File: src/rtl/duck_pkg.sv
// ---------------------------------------------------------------------------
// duck_pkg
// Shared constants and types for the duck sprite address generator.
//   - Default sprite geometry (frame size and sprite-sheet row pitch).
//   - Sprite-sheet frame indices: two wing-flap poses and the shot pose.
//   - The animation state enum (FLY=0, HIT=1, FALL=2).
//   - frameFor(): maps an animation state and flap phase to a sheet frame.
// ---------------------------------------------------------------------------
package duck_pkg;

    localparam int DEF_SPRITE_W = 50;
    localparam int DEF_SPRITE_H = 50;
    localparam int DEF_SHEET_W  = 150;

    localparam logic [1:0] FRAME_WING_UP   = 2'd0;
    localparam logic [1:0] FRAME_WING_DOWN = 2'd1;
    localparam logic [1:0] FRAME_SHOT      = 2'd2;

    typedef enum logic [1:0] {
        ST_FLY  = 2'd0,
        ST_HIT  = 2'd1,
        ST_FALL = 2'd2
    } anim_state_t;

    // While flying, the flap phase picks between the two wing poses; every
    // other state shows the shot pose (FALL adds a vertical flip elsewhere).
    function automatic logic [1:0] frameFor(input anim_state_t state, input logic flapPhase);
        if (state == ST_FLY) begin
            return flapPhase ? FRAME_WING_DOWN : FRAME_WING_UP;
        end
        return FRAME_SHOT;
    endfunction

endpackage

File: src/rtl/duck_anim_fsm.sv
// ---------------------------------------------------------------------------
// duck_anim_fsm
// Animation state machine for the duck sprite plus its frame_tick counter.
// Ports:
//   clk_i          clock
//   rst_i          asynchronous active-low reset
//   frame_tick_i   one-cycle pulse per video frame
//   shot_i         duck-hit pulse (acted on only in FLY)
//   revive_i       respawn pulse (acted on only in FALL)
//   state_o        current animation state, changes on the same edge as the event
//   frame_sel_o    sprite-sheet frame for the address path, changes only on frame_tick
//   flip_o         vertical flip for the address path, changes only on frame_tick
// ---------------------------------------------------------------------------
module duck_anim_fsm
    import duck_pkg::*;
#(
    parameter int FLAP_TICKS = 8,
    parameter int HIT_TICKS  = 30
) (
    input  logic        clk_i,
    input  logic        rst_i,
    input  logic        frame_tick_i,
    input  logic        shot_i,
    input  logic        revive_i,
    output anim_state_t state_o,
    output logic [1:0]  frame_sel_o,
    output logic        flip_o
);

    localparam logic [4:0] FLAP_LAST = 5'(FLAP_TICKS - 1);
    localparam logic [4:0] HIT_LAST  = 5'(HIT_TICKS - 1);

    anim_state_t state_q, state_d;
    logic [4:0]  tickCnt_q, tickCnt_d;
    logic        flapPhase_q, flapPhase_d;
    logic [1:0]  frameSel_q, frameSel_d;
    logic        flip_q, flip_d;

    // State, tick counter, flap phase and the address-path flags.
    always_ff @(posedge clk_i or negedge rst_i) begin
        if (!rst_i) begin
            state_q     <= ST_FLY;
            tickCnt_q   <= '0;
            flapPhase_q <= 1'b0;
            frameSel_q  <= FRAME_WING_UP;
            flip_q      <= 1'b0;
        end else begin
            state_q     <= state_d;
            tickCnt_q   <= tickCnt_d;
            flapPhase_q <= flapPhase_d;
            frameSel_q  <= frameSel_d;
            flip_q      <= flip_d;
        end
    end

    // Next-state logic. shot is checked before frame_tick in FLY so a shot
    // landing on a tick clears the counter instead of advancing the flap.
    // The frame and flip flags are latched from the *next* state on a tick,
    // so a transition coinciding with a tick shows the new pose right away.
    always_comb begin
        state_d     = state_q;
        tickCnt_d   = tickCnt_q;
        flapPhase_d = flapPhase_q;
        frameSel_d  = frameSel_q;
        flip_d      = flip_q;

        case (state_q)
            ST_FLY: begin
                if (shot_i) begin
                    state_d   = ST_HIT;
                    tickCnt_d = '0;
                end else if (frame_tick_i) begin
                    if (tickCnt_q == FLAP_LAST) begin
                        tickCnt_d   = '0;
                        flapPhase_d = ~flapPhase_q;
                    end else begin
                        tickCnt_d = tickCnt_q + 5'd1;
                    end
                end
            end
            ST_HIT: begin
                if (frame_tick_i) begin
                    if (tickCnt_q == HIT_LAST) begin
                        state_d   = ST_FALL;
                        tickCnt_d = '0;
                    end else begin
                        tickCnt_d = tickCnt_q + 5'd1;
                    end
                end
            end
            ST_FALL: begin
                if (revive_i) begin
                    state_d     = ST_FLY;
                    tickCnt_d   = '0;
                    flapPhase_d = 1'b0;
                end
            end
            default: begin
                state_d     = ST_FLY;
                tickCnt_d   = '0;
                flapPhase_d = 1'b0;
            end
        endcase

        if (frame_tick_i) begin
            frameSel_d = frameFor(state_d, flapPhase_d);
            flip_d     = (state_d == ST_FALL);
        end
    end

    assign state_o     = state_q;
    assign frame_sel_o = frameSel_q;
    assign flip_o      = flip_q;

endmodule

File: src/rtl/duck_sprite_addr_gen.sv
// ---------------------------------------------------------------------------
// duck_sprite_addr_gen
// Turns the current raster position into a sprite-sheet ROM address for the
// duck and tracks the duck's animation.
// Optional feature: define DUCK_MIRROR_EN to mirror the sprite horizontally
// while dir_left (latched on frame_tick) is high; without it dir_left is ignored.
// Ports:
//   clk         clock
//   rst         asynchronous active-low reset
//   hcount      current pixel column
//   vcount      current pixel row
//   duck_x      sprite left edge
//   duck_y      sprite top edge
//   frame_tick  one-cycle pulse per video frame
//   shot        duck-hit pulse
//   revive      respawn pulse
//   dir_left    duck flying left
//   addr        sprite ROM address, one cycle after hcount/vcount (0 outside the box)
//   sprite_hit  pixel inside the sprite box, two cycles after hcount/vcount
//   anim_state  current animation state (FLY=0, HIT=1, FALL=2)
// ---------------------------------------------------------------------------
module duck_sprite_addr_gen
    import duck_pkg::*;
#(
    parameter int SPRITE_W   = DEF_SPRITE_W,
    parameter int SPRITE_H   = DEF_SPRITE_H,
    parameter int SHEET_W    = DEF_SHEET_W,
    parameter int FLAP_TICKS = 8,
    parameter int HIT_TICKS  = 30
) (
    input  logic        clk,
    input  logic        rst,
    input  logic [9:0]  hcount,
    input  logic [9:0]  vcount,
    input  logic [9:0]  duck_x,
    input  logic [9:0]  duck_y,
    input  logic        frame_tick,
    input  logic        shot,
    input  logic        revive,
    input  logic        dir_left,
    output logic [12:0] addr,
    output logic        sprite_hit,
    output logic [1:0]  anim_state
);

    anim_state_t animState;
    logic [1:0]  frameSel;
    logic        flip;

    duck_anim_fsm #(
        .FLAP_TICKS (FLAP_TICKS),
        .HIT_TICKS  (HIT_TICKS)
    ) u_anim (
        .clk_i        (clk),
        .rst_i        (rst),
        .frame_tick_i (frame_tick),
        .shot_i       (shot),
        .revive_i     (revive),
        .state_o      (animState),
        .frame_sel_o  (frameSel),
        .flip_o       (flip)
    );

    // Box bounds are compared in 11 bits so a sprite near the right/bottom
    // edge does not wrap its far edge back past 1023.
    logic [10:0] hExt, vExt, xExt, yExt;
    logic        inBox;

    assign hExt  = {1'b0, hcount};
    assign vExt  = {1'b0, vcount};
    assign xExt  = {1'b0, duck_x};
    assign yExt  = {1'b0, duck_y};
    assign inBox = (hExt >= xExt) && (hExt < xExt + 11'(SPRITE_W)) &&
                   (vExt >= yExt) && (vExt < yExt + 11'(SPRITE_H));

    // Offsets inside the box; only meaningful when inBox is set.
    logic [9:0] col, row, colEff, rowEff;

    assign col    = hcount - duck_x;
    assign row    = vcount - duck_y;
    assign rowEff = flip ? (10'(SPRITE_H - 1) - row) : row;

`ifdef DUCK_MIRROR_EN
    logic mirror_q;

    // Facing direction is sampled only on frame_tick, like the other
    // address-path flags, so a frame is never drawn half mirrored.
    always_ff @(posedge clk or negedge rst) begin
        if (!rst) begin
            mirror_q <= 1'b0;
        end else if (frame_tick) begin
            mirror_q <= dir_left;
        end
    end

    assign colEff = mirror_q ? (10'(SPRITE_W - 1) - col) : col;
`else
    logic unusedDirLeft;

    assign unusedDirLeft = dir_left;
    assign colEff        = col;
`endif

    logic [12:0] pixelAddr, addr_d;

    assign pixelAddr = 13'(rowEff) * 13'(SHEET_W) +
                       13'(frameSel) * 13'(SPRITE_W) +
                       13'(colEff);
    assign addr_d    = inBox ? pixelAddr : 13'd0;

    logic [12:0] addr_q;
    logic        inBox_q, hit_q;

    // Address register plus a two-deep in-box pipeline; the second stage
    // lines sprite_hit up with the data coming back from the ROM.
    always_ff @(posedge clk or negedge rst) begin
        if (!rst) begin
            addr_q  <= '0;
            inBox_q <= 1'b0;
            hit_q   <= 1'b0;
        end else begin
            addr_q  <= addr_d;
            inBox_q <= inBox;
            hit_q   <= inBox_q;
        end
    end

    assign addr       = addr_q;
    assign sprite_hit = hit_q;
    assign anim_state = animState;

endmodule
File: config.mk
export PLATFORM = sky130hd
export DESIGN_NAME = duck_sprite_addr_gen
export DESIGN_NICKNAME = d
export VERILOG_FILES = /design/src/rtl/duck_pkg.sv /design/src/rtl/duck_anim_fsm.sv /design/src/rtl/duck_sprite_addr_gen.sv
export SDC_FILE = /design/constraint.sdc
export NUM_CORES = 1
export LEC_CHECK = 0
export CORE_MARGIN = 2
export CORE_UTILIZATION = 56
export DETAILED_ROUTE_END_ITERATION = 7
export PLACE_DENSITY = 0.87
export SLEW_MARGIN = 20
export SYNTH_ARGS = -nofsm -noshare
export SYNTH_HDL_FRONTEND = slang
export SYNTH_HIERARCHICAL = 1
export SYNTH_SLANG_ARGS = --single-unit
File: constraint.sdc
create_clock -name clk -period 15.8 [get_ports clk]
set_clock_uncertainty 0.15 [all_clocks]
set_input_delay 3.16 -clock clk [delete_from_list [all_inputs] [get_ports clk]]
set_output_delay 3.16 -clock clk [all_outputs]
set_load 0.01 [all_outputs]
# Yosys cells after proc, flatten, opt, wreduce, memory -nomap -nowiden
# Cells that the tools add are included.
# word_totals
word_cells,61
ff_bits,26
memories,0
latchBits,0
romBits,0
mem_bits_rw,0
input_bits,46
# classes
n_shift,0
n_lt_le_gt_ge,4
muxes,24
n_eq_ne,8
mul,2
n_div,0
addsub,8
n_reduce_logical,6
n_bitwise,1
# op_table
operator,n
5-bit 2-to-1 mux,6
"10-bit by 6-bit adder with 11-bit output, second input constant",2
10-bit by 11-bit less-than comparator with 1-bit output,2
10-bit >= comparator,2
10-bit subtractor,2
5-bit case mux with 3 select lines,1
13-bit by 10-bit adder with 13-bit output,1
13-bit by 8-bit adder with 13-bit output,1
13-bit 2-to-1 mux,1
"10-bit by 7-bit multiplier with 12-bit output, second input constant",1
2-bit 2-to-1 mux,6
10-bit 2-to-1 mux,1
"6-bit by 10-bit subtractor with 10-bit output, first input constant",1
"2-bit by 5-bit multiplier with 7-bit output, second input constant",1
1-bit 2-to-1 mux,7
2-bit case mux with 3 select lines,1
"5-bit by 1-bit adder with 5-bit output, second input constant",1
"5-bit by 3-bit equality test with 1-bit output, second input constant",1
"5-bit equality test, second input constant",1
"2-bit equality test, second input constant",2
2-bit zero test,2
"2-bit != test, second input constant",2
1-bit logical AND,3
"3-bit != test, second input constant",1
4 further kinds,4

# Logic depth before layout (Yosys ltp)
# Gate-level depths: netlist of run 1.
# logic_depth
ltp_word,8
mapped_depth,29
mapped_depth_nobuf,29

# Cells and area by module
# The synthesis of run 1 kept the hierarchy.
# by_module_without_submodules
module,seq_area_each_um2,area_each_um2,n_inst,cells_each
duck_sprite_addr_gen,375.4,3659.8,1,441
duck_anim_fsm,275.3,670.6,1,68

# Worst setup path before layout of run 1
# Ideal clock, no wire load.
# synth_path
path_type,input to register
startpoint,input vcount[0]
endpoint,"register addr_q[12], in the netlist addr[12]"
path_slack_ns,6.998
stages,26
setup_time_ns,0.074
arrival_time_ns,8.578
cell_sequence,inv_1 > ha_1 > inv_1 > fa_1 > xor2_1 > inv_1 > ha_1 > a21boi_1 > o21ai_1 > xnor2_1 > ha_1 > ha_1 > ha_1 > inv_1 > fa_1 > inv_1 > ha_1 > xnor2_1 > fa_1 > ha_1 > o21a_1 > o21ai_0 > a21oi_1 > o21ai_0 > xnor3_1 > nor2_1
# synth_between
elab_chain_len,7
# synth_rtl
item,line_no,source
"start, declared",duck_sprite_addr_gen.sv:34,"input logic [9:0] vcount,"
10-bit subtractor,duck_sprite_addr_gen.sv:80,assign row = vcount - duck_y;
6-bit by 10-bit subtractor with 10-bit output,duck_sprite_addr_gen.sv:81,assign rowEff = flip ? (10'(SPRITE_H - 1) - row) : row;
10-bit 2-to-1 mux,duck_sprite_addr_gen.sv:81,
10-bit by 7-bit multiplier with 12-bit output,duck_sprite_addr_gen.sv:106,assign pixelAddr = 13'(rowEff) * 13'(SHEET_W) +
13-bit by 8-bit adder with 13-bit output,duck_sprite_addr_gen.sv:106,
13-bit by 10-bit adder with 13-bit output,duck_sprite_addr_gen.sv:107,13'(frameSel) * 13'(SPRITE_W) +
13-bit 2-to-1 mux (*),duck_sprite_addr_gen.sv:109,assign addr_d = inBox ? pixelAddr : 13'd0;
via addr_d[12],duck_sprite_addr_gen.sv:104,"logic [12:0] pixelAddr, addr_d;"
"end signal, assigned",duck_sprite_addr_gen.sv:122,addr_q <= addr_d;
"end, declared",duck_sprite_addr_gen.sv:111,logic [12:0] addr_q;
# The timed path passes the listed nets; every way through them passes the cells marked *.
# A chain may end at the register's enable or synchronous reset.

# Final worst setup path of run 1
# Same ends and word-level chain as after synthesis.

==> results of run 1 <==
==> cell usage in the layout, fill, tap and decap left out, types with 2 or more instances in the layout <==
| master | count |
|---|---|
| o21bai_1 | 7 |
| a21o_1 | 11 |
| nor2_1 | 27 |
| clkdlybuf4s50_1 | 59 |
| o21ai_1 | 3 |
| and2b_2 | 2 |
| a41oi_1 | 2 |
| o211ai_1 | 3 |
| nand3_1 | 14 |
| nand4_1 | 7 |
| xnor2_1 | 42 |
| a21oi_2 | 2 |
| nor4_1 | 2 |
| nor3b_1 | 2 |
| o41ai_1 | 2 |
| a211oi_1 | 2 |
| fa_1 | 19 |
| or3_1 | 2 |
| nand2_1 | 28 |
| and3_1 | 2 |
| or4_1 | 2 |
| ha_1 | 87 |
| dfrtp_1 | 26 |
| o21ai_0 | 26 |
| nand2b_1 | 3 |
| nor3_1 | 9 |
| xor2_1 | 10 |
| inv_1 | 89 |
| nand3b_1 | 2 |
| a21oi_1 | 27 |
| clkbuf_8 | 3 |
| a41o_1 | 2 |
| a31oi_1 | 3 |
| o21a_1 | 6 |
==> layout make-up <==
type                            count  area [µm²]  area share, %
Tap cell                          102         128           2.51
Sequential cell                    26         651           12.8
Clock inverter                      1        30.0          0.590
Inverter                           90         338           6.64
Timing Repair Buffer               60         596           11.7
Clock buffer                        3        41.3          0.811
Multi-Input combinational cell    386        3310           65.0
==> per-layer routing <==
layer / vias up / track usage, %
met3: 14 / 1.48
met4: 0 / 6.84
li1: 1874 / -
met2: 82 / 39.9
met5: - / 0
met1: 1705 / 26.1
==> worst max-delay path, delay by kind of cell <==
kind	cells	cell delay, ns
xor gates and xnor gates	3	0.99
and+or+nand+nor	1	0.10
buffers and inverters	6	0.85
adders and majority gates	10	3.50
AOI/OAI and AO/OA	6	1.16
==> stage by stage <==
stage / std cells / area (µm²)
finish: 668 / 5090
global placement: 664 / 5020
floorplan: 509 / 4330
global route: 668 / 5090
detailed placement: 664 / 5020
CTS: 668 / 5090
==> cell families after synthesis <==
logic type,synth area share [%]
xor+xnor,11.4
mux,0.491
simple gates,13.5
compound gates,17.0
buf+inv,8.73
flops,15.0
fa+ha+maj,33.9
==> flip-flops by register name (all words and copies together), names as in the netlist <==
name                cells
u_anim/frame_sel_o      2
addr                   13
u_anim/flip_o           1
sprite_hit              1
u_anim/tickCnt_q        5
inBox_q                 1
u_anim/state_o          2
u_anim/flapPhase_q      1
==> how the worst max path moves through the flow <==
stage,to,slack (ns),cells past startpoint
finish,addr[12],6.08,26
global route,addr[12],5.65,26
CTS,addr[12],6.04,26
detailed placement,addr[12],5.77,26
global placement,addr[12],6.02,24
floorplan,addr[12],7.00,26
==> results.txt, run 1 <==
- The run finished with clean final reports.
- DR vias: 3675
* CP Launch Point: vcount[0]
- The largest individual stage delay along the critical path comes from the cell fa_1.
- Chip height: 91.9 µm
- Max frequency: roughly 100 MHz
- In this run the horizontal extent of the chip is 91.9 µm.
* Clock slew seen by the registers of the worst setup and hold paths: 0.09 ns
- Yosys attributes the largest share of cell area to ha_1, dfrtp_1, fa_1.
- Number of warnings issued by yosys: 6
* Uppermost signal routing layer after detailed routing: met4
- The congestion estimate from routability-driven global placement came to 0.889.
- Launch point of the worst reg-to-reg path: u_anim/flip_o
* Post-layout utilization of the core: between 60% and 70%
- For this block, wires on met1 add up to 3.89 mm.
* Boundary Pins: 62
- Wirelength per Cell: 13.1 µm
* Cell type with the largest total area after synthesis: ha_1
- The worst path meets setup with 6.08 ns of slack.
* Type of the tightest min-delay check: reg -> reg
- Initial cell density of the core: 56.9%
- For this design, the sink count on the clock tree is 26.
* Most used flip-flop cell after synthesis: dfrtp_1
* Htree depth: 1
* CORE AREA: 7610 µm²
- # diodes: 0
* Wire length of the first global-routing pass: 15.4 mm
- Cell seen most often among critical-path stages: ha_1
* Layout overhead on the synthesized area: 17.6%
* First drt pass iteration count: 6
- For the worst-skew pair, the clock arrives at the later sink with an insertion delay of 0.28 ns.
* Type of the worst setup path: in -> reg
* Total global routing overflow: 0
- The worst setup path is captured at a register.
- Entering global routing, the biggest net connects 27 pins.
- Register-to-Register Path Depth: 22
* Flip-flop and latch count after synthesis: 26
- Remaining routing DRC violations: 0
- Share of final-layout standard cells stronger than drive strength 1: between 3 and 4%
* Synthesized instance count: around 510
* Data required time of the worst path: 15.84 ns
- Number of instances on the worst hold path: 0
- Data on the critical path arrives at its endpoint at 9.76 ns.
* Post-CTS resize count: 0
- Global routing used 21.4% of the available tracks.
- Clock tree from TritonCTS: built
- End point of the most critical hold path: sprite_hit
* Number of nets in the finished design: 719
- In the synthesized netlist the async set-or-reset flop fraction comes to 100%.
- In this run the remaining antenna-violating nets after routing total 0.
- Max Slew Vio Count: 0
- Count of standard-cell rows: 32
- In this run the biggest area consumer among cell types represents approximately a quarter of the synthesized area.
* Beginning of the worst hold path: inBox_q
* Total clock buffers created by CTS: 3
* Post-synthesis cell type count: 66
- Post-CTS Setup Inserts: 0
- Unrepaired setup endpoints after global routing: no
- Dividing the detail-routed via count by the number of cells gives around 5.5.
* Max incr delay on CP: 0.54 ns
- Post-synthesis sequential area ratio: 15.0%
- Counting flops with a built-in enable in the synthesized netlist gives 0.
- Transition time of the tightest slew-check pin: 0.707 ns
* Most instantiated library cell after synthesis: inv_1
- Max Buffers Root-to-Sink: 2
* Area of the die: ~8500 µm²
* Initial antenna violation count: 0
* Sum of met2 wire segment lengths after detailed routing: approximately 4.4 mm
- Synth top cells by count: inv_1, ha_1, xnor2_1, nand2_1
- The endpoint identified for the worst register-to-register timing path is addr[12].
- Vias in the first global route: 3754
- The worst path needs 9.72 ns of the cycle, external delays included.
* DP Wirelength: roughly 7.5 mm
* Count of max-cap constraint violations: 0
- Final-report hold violation count: 0
- First-iteration detailed-routing DRC count: between 80 and 90
* Count of fill cells added during filler insertion: 594
- Post-route clock period utilization: 61.5%
* Final-layout worst hold slack: 0.212 ns
- In this run the mean area of a mapped cell was 8.51 µm².
- Setup violations remaining at the end of the flow were counted as 0.
* Total routed wirelength: 8.73 mm
* Pre-CTS worst setup slack: around 5.8 ns
- Hold-fix buffers, CTS: 0
* Synthesized Nets: 661
* Sum Neg Setup Slack: 0 ns
* Port buffer count: 60
* Mapped Area: 4330 µm²
* Total length of routed met3 wires: 298 µm
- Register-to-register setup slack: 10.13 ns
- The tree is rooted in a clkbuf_8.
- Maximum fanout along the worst path: 5
- Rel. slew slack: 52.8%
- The worst setup path is launched from an input pin.
Power of run 1 is not shown: default switching activity piles up to over one toggle a cycle in this logic, so the estimate is an artifact.
==> inputs of run 2 (changes only) <==
CORE_UTILIZATION = 51   (was 56)
PLACE_DENSITY = 0.83   (was 0.87)
clock period = 8.3 ns   (was 15.8 ns; I/O delays follow)
==> run 2 against run 1 <==
Against the previous run: first-iteration DRC count grew 42%; cell count grew 1.6%; worst setup slack lost 5.6 ns; cell area grew 1.3%; routed wire length grew 0.80%; non-clock buffer count grew 8; die area grew 9.4%; sequential cell count is the same; critical path type unchanged; largest cell class unchanged; highest routed layer unchanged.
==> results.txt, run 2 (synthesis results as in run 1) <==
- Beginning of the worst hold path: inBox_q
* CP Launch Point: vcount[0]
- Post-route clock period utilization: about 95%
- Worst setup SP type: input pin
- By startpoint and endpoint, the worst setup path is classified as in -> reg.
- Critical path data arrival time: 7.91 ns (-1.85 ns)
* DR vias: 3682 (+0.19%)
- The number of buffers inserted by port buffering came to 60 (unchanged).
- Clock slew seen by the registers of the worst setup and hold paths: 0.09 ns (about the same)
- The sink count of the clock tree is 26 (unchanged).
- Worst Setup End Kind: register
* Clock tree from TritonCTS: built
* Layout overhead on the synthesized area: 19.1%
- The flip-flop count of the largest register, all copies and words added came to 13 (unchanged).
- Cell chosen for the clock root: clkbuf_8
- The number of maximum-capacitance constraint violations was 0 (unchanged).
- The total global routing track utilization came to 19.2% (-2.2 points).
* First drt pass iteration count: 4 (-2)
* Total clock buffers created by CTS: 3 (unchanged)
- The wire length of the first global-routing pass was 14.7 mm (-4.5%).
* Remaining routing DRC violations: 0 (unchanged)
- Fin crit period: 7.87 ns
- The total inserted antenna cells was 0 (unchanged).
* Number of nets in the finished design: 727 (+1.1%)
- The via count of the first global-routing pass came to 3575 (-4.8%).
- The HPWL after detailed placement came to 7.68 mm (+2.2%).
- The final weighted congestion in routability-driven placement is 0.856 (-3.6%).
* Largest net degree at the start of global routing: 27 (unchanged)
- The library cells used most frequently in the layout, excluding fill and tap cells, are inv_1, ha_1, clkdlybuf4s50_1.
* Transition time of the tightest slew-check pin: 0.546 ns (-0.162 ns)
- The post-detailed-route via-to-cell ratio is 5.42 (-1.4%).
- Static timing analysis puts the maximum clock frequency at around 130 MHz.
- First-iteration detailed-routing DRC count: 119 (+42%)
- Count of standard-cell rows: 33 (+3.1%)
- Type of the tightest min-delay check: reg -> reg
* Htree depth: 1 (unchanged)
- The total congestion overflow after global routing is 0 (unchanged).
- The routed length per placed instance was 13.0 µm (-0.83%).
- The x dimension of the die came to 96.1 µm (+4.6%).
* Max Slew Vio Count: 0 (unchanged)
- Antenna viol nets, final: 0 (unchanged)
* Data required time of the worst path: 8.34 ns (-7.50 ns)
- Initial cell density of the core: 52.7% (-4.2 points)
* Unrepaired setup endpoints after global routing: no
- The run finished with clean final reports.
- The number of top-level pins came to 62 (unchanged).
- The standard cell core area is 8220 µm² (+8.0%).
- The tightest slew margin relative to the limit came to 63.6% (+11 points).
- Source-to-sink clock delay at the later pin of the worst-skew pair: 0.27 ns (about the same)
- Launch point of the worst reg-to-reg path: u_anim/flip_o
- Chip height: 96.1 µm (+4.6%)
- Initial antenna violation count: 0 (unchanged)
- Hold-fix buffers, CTS: 0 (unchanged)
- The worst-case clock buffer depth is 2 (unchanged).
* Most frequent standard cell in the layout excluding fill and tap cells: inv_1
- The final count of negative-setup-slack endpoints is 0 (unchanged).
* Total routed wirelength: 8.80 mm (+0.80%)
- The maximum fanout encountered on the critical timing path is 4 (-1).
- Area of the die: 9240 µm² (+9.4%)
- The layout cell share with drive strength beyond 1 came to 5.23% (+1.3 points).
- The worst hold-check slack was 0.205 ns (-0.00679 ns).
- Final-report hold violation count: 0 (unchanged)
-- run 2: area by class of cell --
| type | instances | area [µm²] |
|---|---|---|
| well taps | 105 | 131 |
| repair buffers | 68 | 656 |
| multi-input cells | 386 | 3310 |
| clock inverters | 1 | 30.0 |
| clock buffers | 3 | 41.3 |
| inverters | 90 | 338 |
| flip-flops and latches | 26 | 651 |
| fillers | 668 | 3060 |
-- run 2: worst paths after layout --
| check | endpoint | slack (ns) | depth (start not counted) |
|---|---|---|---|
| worst max-delay path | addr[12] | 0.43 | 28 |
| min in group asynchronous | u_anim/tickCnt_q[2] | 1.22 | 1 |
| worst min register to register | sprite_hit | 0.21 | 0 |
| worst max register to register | addr[12] | 2.67 | 22 |
| worst min-delay path | sprite_hit | 0.21 | 0 |
| max in group asynchronous | u_anim/frame_sel_o[0] | 6.41 | 1 |
-- run 2: critical path, cell delays in order --
cell and delay (ns):
clkdlybuf4s50_1 0.42, inv_1 0.06, ha_1 0.19, inv_1 0.09, fa_1 0.40, a21oi_1 0.20
o21bai_1 0.16, xor2_2 0.23, nand3_1 0.17, xnor2_1 0.28, ha_1 0.28, ha_1 0.27
inv_1 0.05, fa_1 0.51, fa_1 0.52, inv_1 0.04, ha_1 0.31, o21ai_0 0.09
a21oi_1 0.21, nor2_1 0.08, xnor2_1 0.17, ha_1 0.26, ha_1 0.36, o21ai_0 0.17
a21oi_1 0.08, o21ai_1 0.21, xnor3_1 0.33, nor2_1 0.09
-- run 2: repair_timing --
item	in CTS	in global routing
resized for setup	0	2
setup endpoints to repair	0	1
buffers inserted	0	0
-- run 2: metal layers --
metal / vias up / track usage, % / routed length, µm
li1: 1879 / - / -
met1: 1704 / 23.6 / 3880
met2: 89 / 35.9 / 4490
met3: 10 / 1.64 / 354
met4: 0 / 4.29 / 82
met5: - / 0 / 0
-- run 2: metrics by stage --
step                worst slack (ns)  instances  util, %  setup TNS (ns)  cell area (µm²)
floorplan                      0.998        509        -               0             4330
global placement               0.216        675     61.9               0             5080
detailed placement          -0.00228        675     61.9        -0.00228             5080
CTS                            0.263        679     62.7               0             5150
global route                  0.0290        679     62.8               0             5160
finish                         0.432        679     62.8               0             5160
Power of run 2 is left out for the same reason.
==> inputs of run 3 (changes only) <==
SETUP_SLACK_MARGIN = 0.05   (was default)
SYNTH_HIERARCHICAL = default   (was 1)
==> run 3 against run 2 <==
Against the previous run: sequential cell count unchanged; worst setup slack got worse by 0.044 ns; worst hold slack improved by 0.0075 ns; first-iteration DRC count increased by 28%; register-to-register slack got worse by 0.02 ns; cell count increased by 3.2%; synthesized area increased by 1.7%; critical path depth increased by 3; clock-buffer cell count increased by 1.
==> results.txt, run 3 <==
* Htree depth: 1 (unchanged)
* Antenna viol nets, final: 0 (unchanged)
- The total wire length is 9.13 mm (+3.7%).
- The commonest cells after synthesis are ha_1, inv_1, xnor2_1, nor2_1.
- Wire length of the first global-routing pass: 15.9 mm (+8.4%)
- Flip-flop and latch count after synthesis: 26 (unchanged)
- The most numerous cell type found on the critical path is ha_1.
* Max Buffers Root-to-Sink: 2 (unchanged)
- The cell area after placement was 5200 µm² (+2.3%).
* Largest net degree at the start of global routing: 27 (unchanged)
- The HPWL after detailed placement was 7.96 mm (+3.6%).
- The number of DRC markers in iteration 0 is 152 (+28%).
- Worst Setup End Kind: register
- The final count of pins violating max slew was 0 (unchanged).
* Post-synthesis cell type count: 54 (-18%)
- The part of the cycle the worst path needs came to 95.3% (+0.53 points).
- # diodes: 0 (unchanged)
- Most used flip-flop cell after synthesis: dfrtp_1
* Most frequent standard cell in the layout excluding fill and tap cells: inv_1
- Post-layout utilization of the core: 63.8% (+1.1 points)
* Initial antenna violation count: 0 (unchanged)
- Maximum fanout along the worst path: 4 (unchanged)
* Remaining routing DRC violations: 0 (unchanged)
- The aggregate negative setup slack is 0 ns (unchanged).
- The share of flip-flops with an asynchronous set or reset after synthesis came to 100% (unchanged).
- Cell chosen for the clock root: clkbuf_8
- Cell family with the largest share of critical-path delay: adder cells
- The count of buffering cells on the critical path with inverters included was 9 (+4).
* End point of the most critical hold path: sprite_hit
* Rel. slew slack: 63.4% (-0.20 points)
* Max incr delay on CP: 0.54 ns (+0.02 ns)
* Design area: 5300 µm² (+2.8%)
- Number of warnings issued by yosys: 0 (-6)
- The slowest stage of the critical path belongs to the cell fa_1.
- Critical path data arrival time: 7.96 ns (+0.05 ns)
* Area of the die: 9400 µm² (+1.7%)
- Count of standard-cell rows: 33 (unchanged)
- The final count of negative-setup-slack endpoints was 0 (unchanged).
* Beginning of the worst hold path: inBox_q
- Register-to-Register Path Depth: 24 (+9.1%)
* Count of max-cap constraint violations: 0 (unchanged)
- Cell types occupying the most area after synthesis: ha_1, dfrtp_1, fa_1
* Mapped Area: 4410 µm² (+1.7%)
- Data required time of the worst path: 8.35 ns (about the same)
- Max frequency: 126 MHz (-0.56%)
- The final critical path time including I/O delays and setup came to 7.91 ns (+0.0443 ns).
- Final-report hold violation count: 0 (unchanged)
* Number of placed cells counting well taps: 696 (+3.1%)
- The number of enable-type register cells in the synthesized netlist came to 0 (unchanged).
* Initial cell density of the core: 53.1% (+0.38 points)
* Most used cells in the layout excluding fill and tap cells: inv_1, ha_1, clkdlybuf4s50_1
- Launch point of the worst reg-to-reg path: u_anim.flip_o
- The number of standard cells after synthesis came to 522 (+2.6%).
- The number of buffers inserted during clock tree synthesis was 3 (unchanged).
* Number of vias per cell: 5.42 (about the same)
* Syn avg cell area: 8.44 µm² (-0.80%)
- TritonCTS built the clock tree.
* Routability cong.: 0.854 (-0.33%)
- The share of Yosys cell area claimed by the top area cell type came to 24.7% (-0.43 points).
* Layout overhead on the synthesized area: 20.3%
* Register-to-register setup slack: 2.65 ns (-0.02 ns)
* Source-to-sink clock delay at the later pin of the worst-skew pair: 0.27 ns (about the same)
* Boundary Pins: 62 (unchanged)
- The total global routing track utilization came to 19.5% (+0.37 points).
- The number of iterations in the first detailed-routing pass is 4 (unchanged).
- The setup path with the least slack is of type in -> reg.
- The post-CTS clock slew at the launch and capture registers of the worst setup and hold paths was 0.08 ns (about the same).
- Cell type with the largest total area after synthesis: ha_1
- The min-delay analysis places its worst path in the category reg -> reg.
* Flip-flop count of the largest register, all copies and words added: 13 (unchanged)
- Chip height: 96.9 µm (+0.83%)
* Result of the run: complete, no violations
* Vias in the first global route: 3777 (+5.7%)
- The pin slew with the least headroom to its limit is 0.549 ns (+0.00297 ns).
- DR vias: 3800 (+3.2%)
- The portion of the post-synthesis area used by sequential elements was 14.8% (-0.26 points).
* Number of instances on the worst hold path: 0 (unchanged)
- The final-stage net count was 749 (+3.0%).
- The number of buffers inserted by port buffering came to 60 (unchanged).
- DIE WIDTH: 96.9 µm (+0.83%)
- The routed length per placed instance came to 13.0 µm (+0.49%).
- The synthesized net count was 674 (+2.0%).
* CORE AREA: 8300 µm² (+1.0%)
- The worst register-to-register path ends at addr[12].
* Non-filler cells in the finished layout: 701 (+3.2%)
* Unrepaired setup endpoints after global routing: no
- Share of final-layout standard cells stronger than drive strength 1: 6.88% (+1.7 points)
- The sink count of the clock tree was 26 (unchanged).
- The total congestion overflow after global routing came to 0 (unchanged).
- The worst setup path is launched from an input pin.
==> run 3: cell count changes after synthesis, sizes merged, moves of 4 or more <==
cell and change:
xnor2 -4, o21ai -5, o21a +5, nor2 +11, or2 +5, o31ai +5
nor3 +6, nor2b +7, a21oi -5, o21bai -5
==> run 3: cell type report <==
class	instances	area (µm²)
multi-input combinational	403	3420
sequential	26	651
timing repair buffer	76	716
tap	105	131
fill	666	3000
clock buffer	4	55.1
inverter	87	327
==> run 3: per-layer routing <==
metal | global-route usage, % | wire, µm | up-vias | part of all wire, %
met5 | 0 | 0 | - | 0
met4 | 4.55 | 139 | 0 | 1.5
met3 | 2.67 | 285 | 14 | 3.1
met2 | 35.6 | 4560 | 77 | 50
met1 | 24.4 | 4150 | 1767 | 45
li1 | - | - | 1942 | -
==> run 3: cell families after synthesis <==
family                   after synthesis  share of synthesized area (%)
adder cells (fa/ha/maj)              106                           33.3
multiplexers                           2                          0.483
XOR/XNOR                              52                           11.0
flip-flops                            26                           14.8
AO/OA/AOI/OAI                        109                           16.8
buffers and inverters                 93                           8.58
AND/OR/NAND/NOR                      134                           15.1
==> run 3: metrics by stage <==
step / hold WS, ns / setup slack (ns)
after global routing: 0.226 / 0.0386
after CTS: 0.217 / 0.170
final: 0.213 / 0.388
after floorplan: 0.181 / 0.606
after detailed placement: 0.198 / -0.112
after global placement: 0.182 / 0.0681
==> run 3: timing repair <==
action,in CTS,in global routing
hold endpoints to repair,0,0
hold buffers,0,0
buffers inserted,0,1
setup endpoints to repair,0,1
resized for setup,0,8
==> run 3: worst max-delay path by stage <==
stage                         start  endpoint  slack (ns)  depth (start not counted)
after floorplan           vcount[0]  addr[12]        0.61                         26
after global placement    duck_y[0]  addr[12]        0.07                         26
after detailed placement  vcount[0]  addr[12]       -0.11                         27
after CTS                 vcount[0]  addr[12]        0.17                         27
after global routing      vcount[0]  addr[12]        0.04                         31
final                     vcount[0]  addr[12]        0.39                         31
Power of run 3 is left out for the same reason.
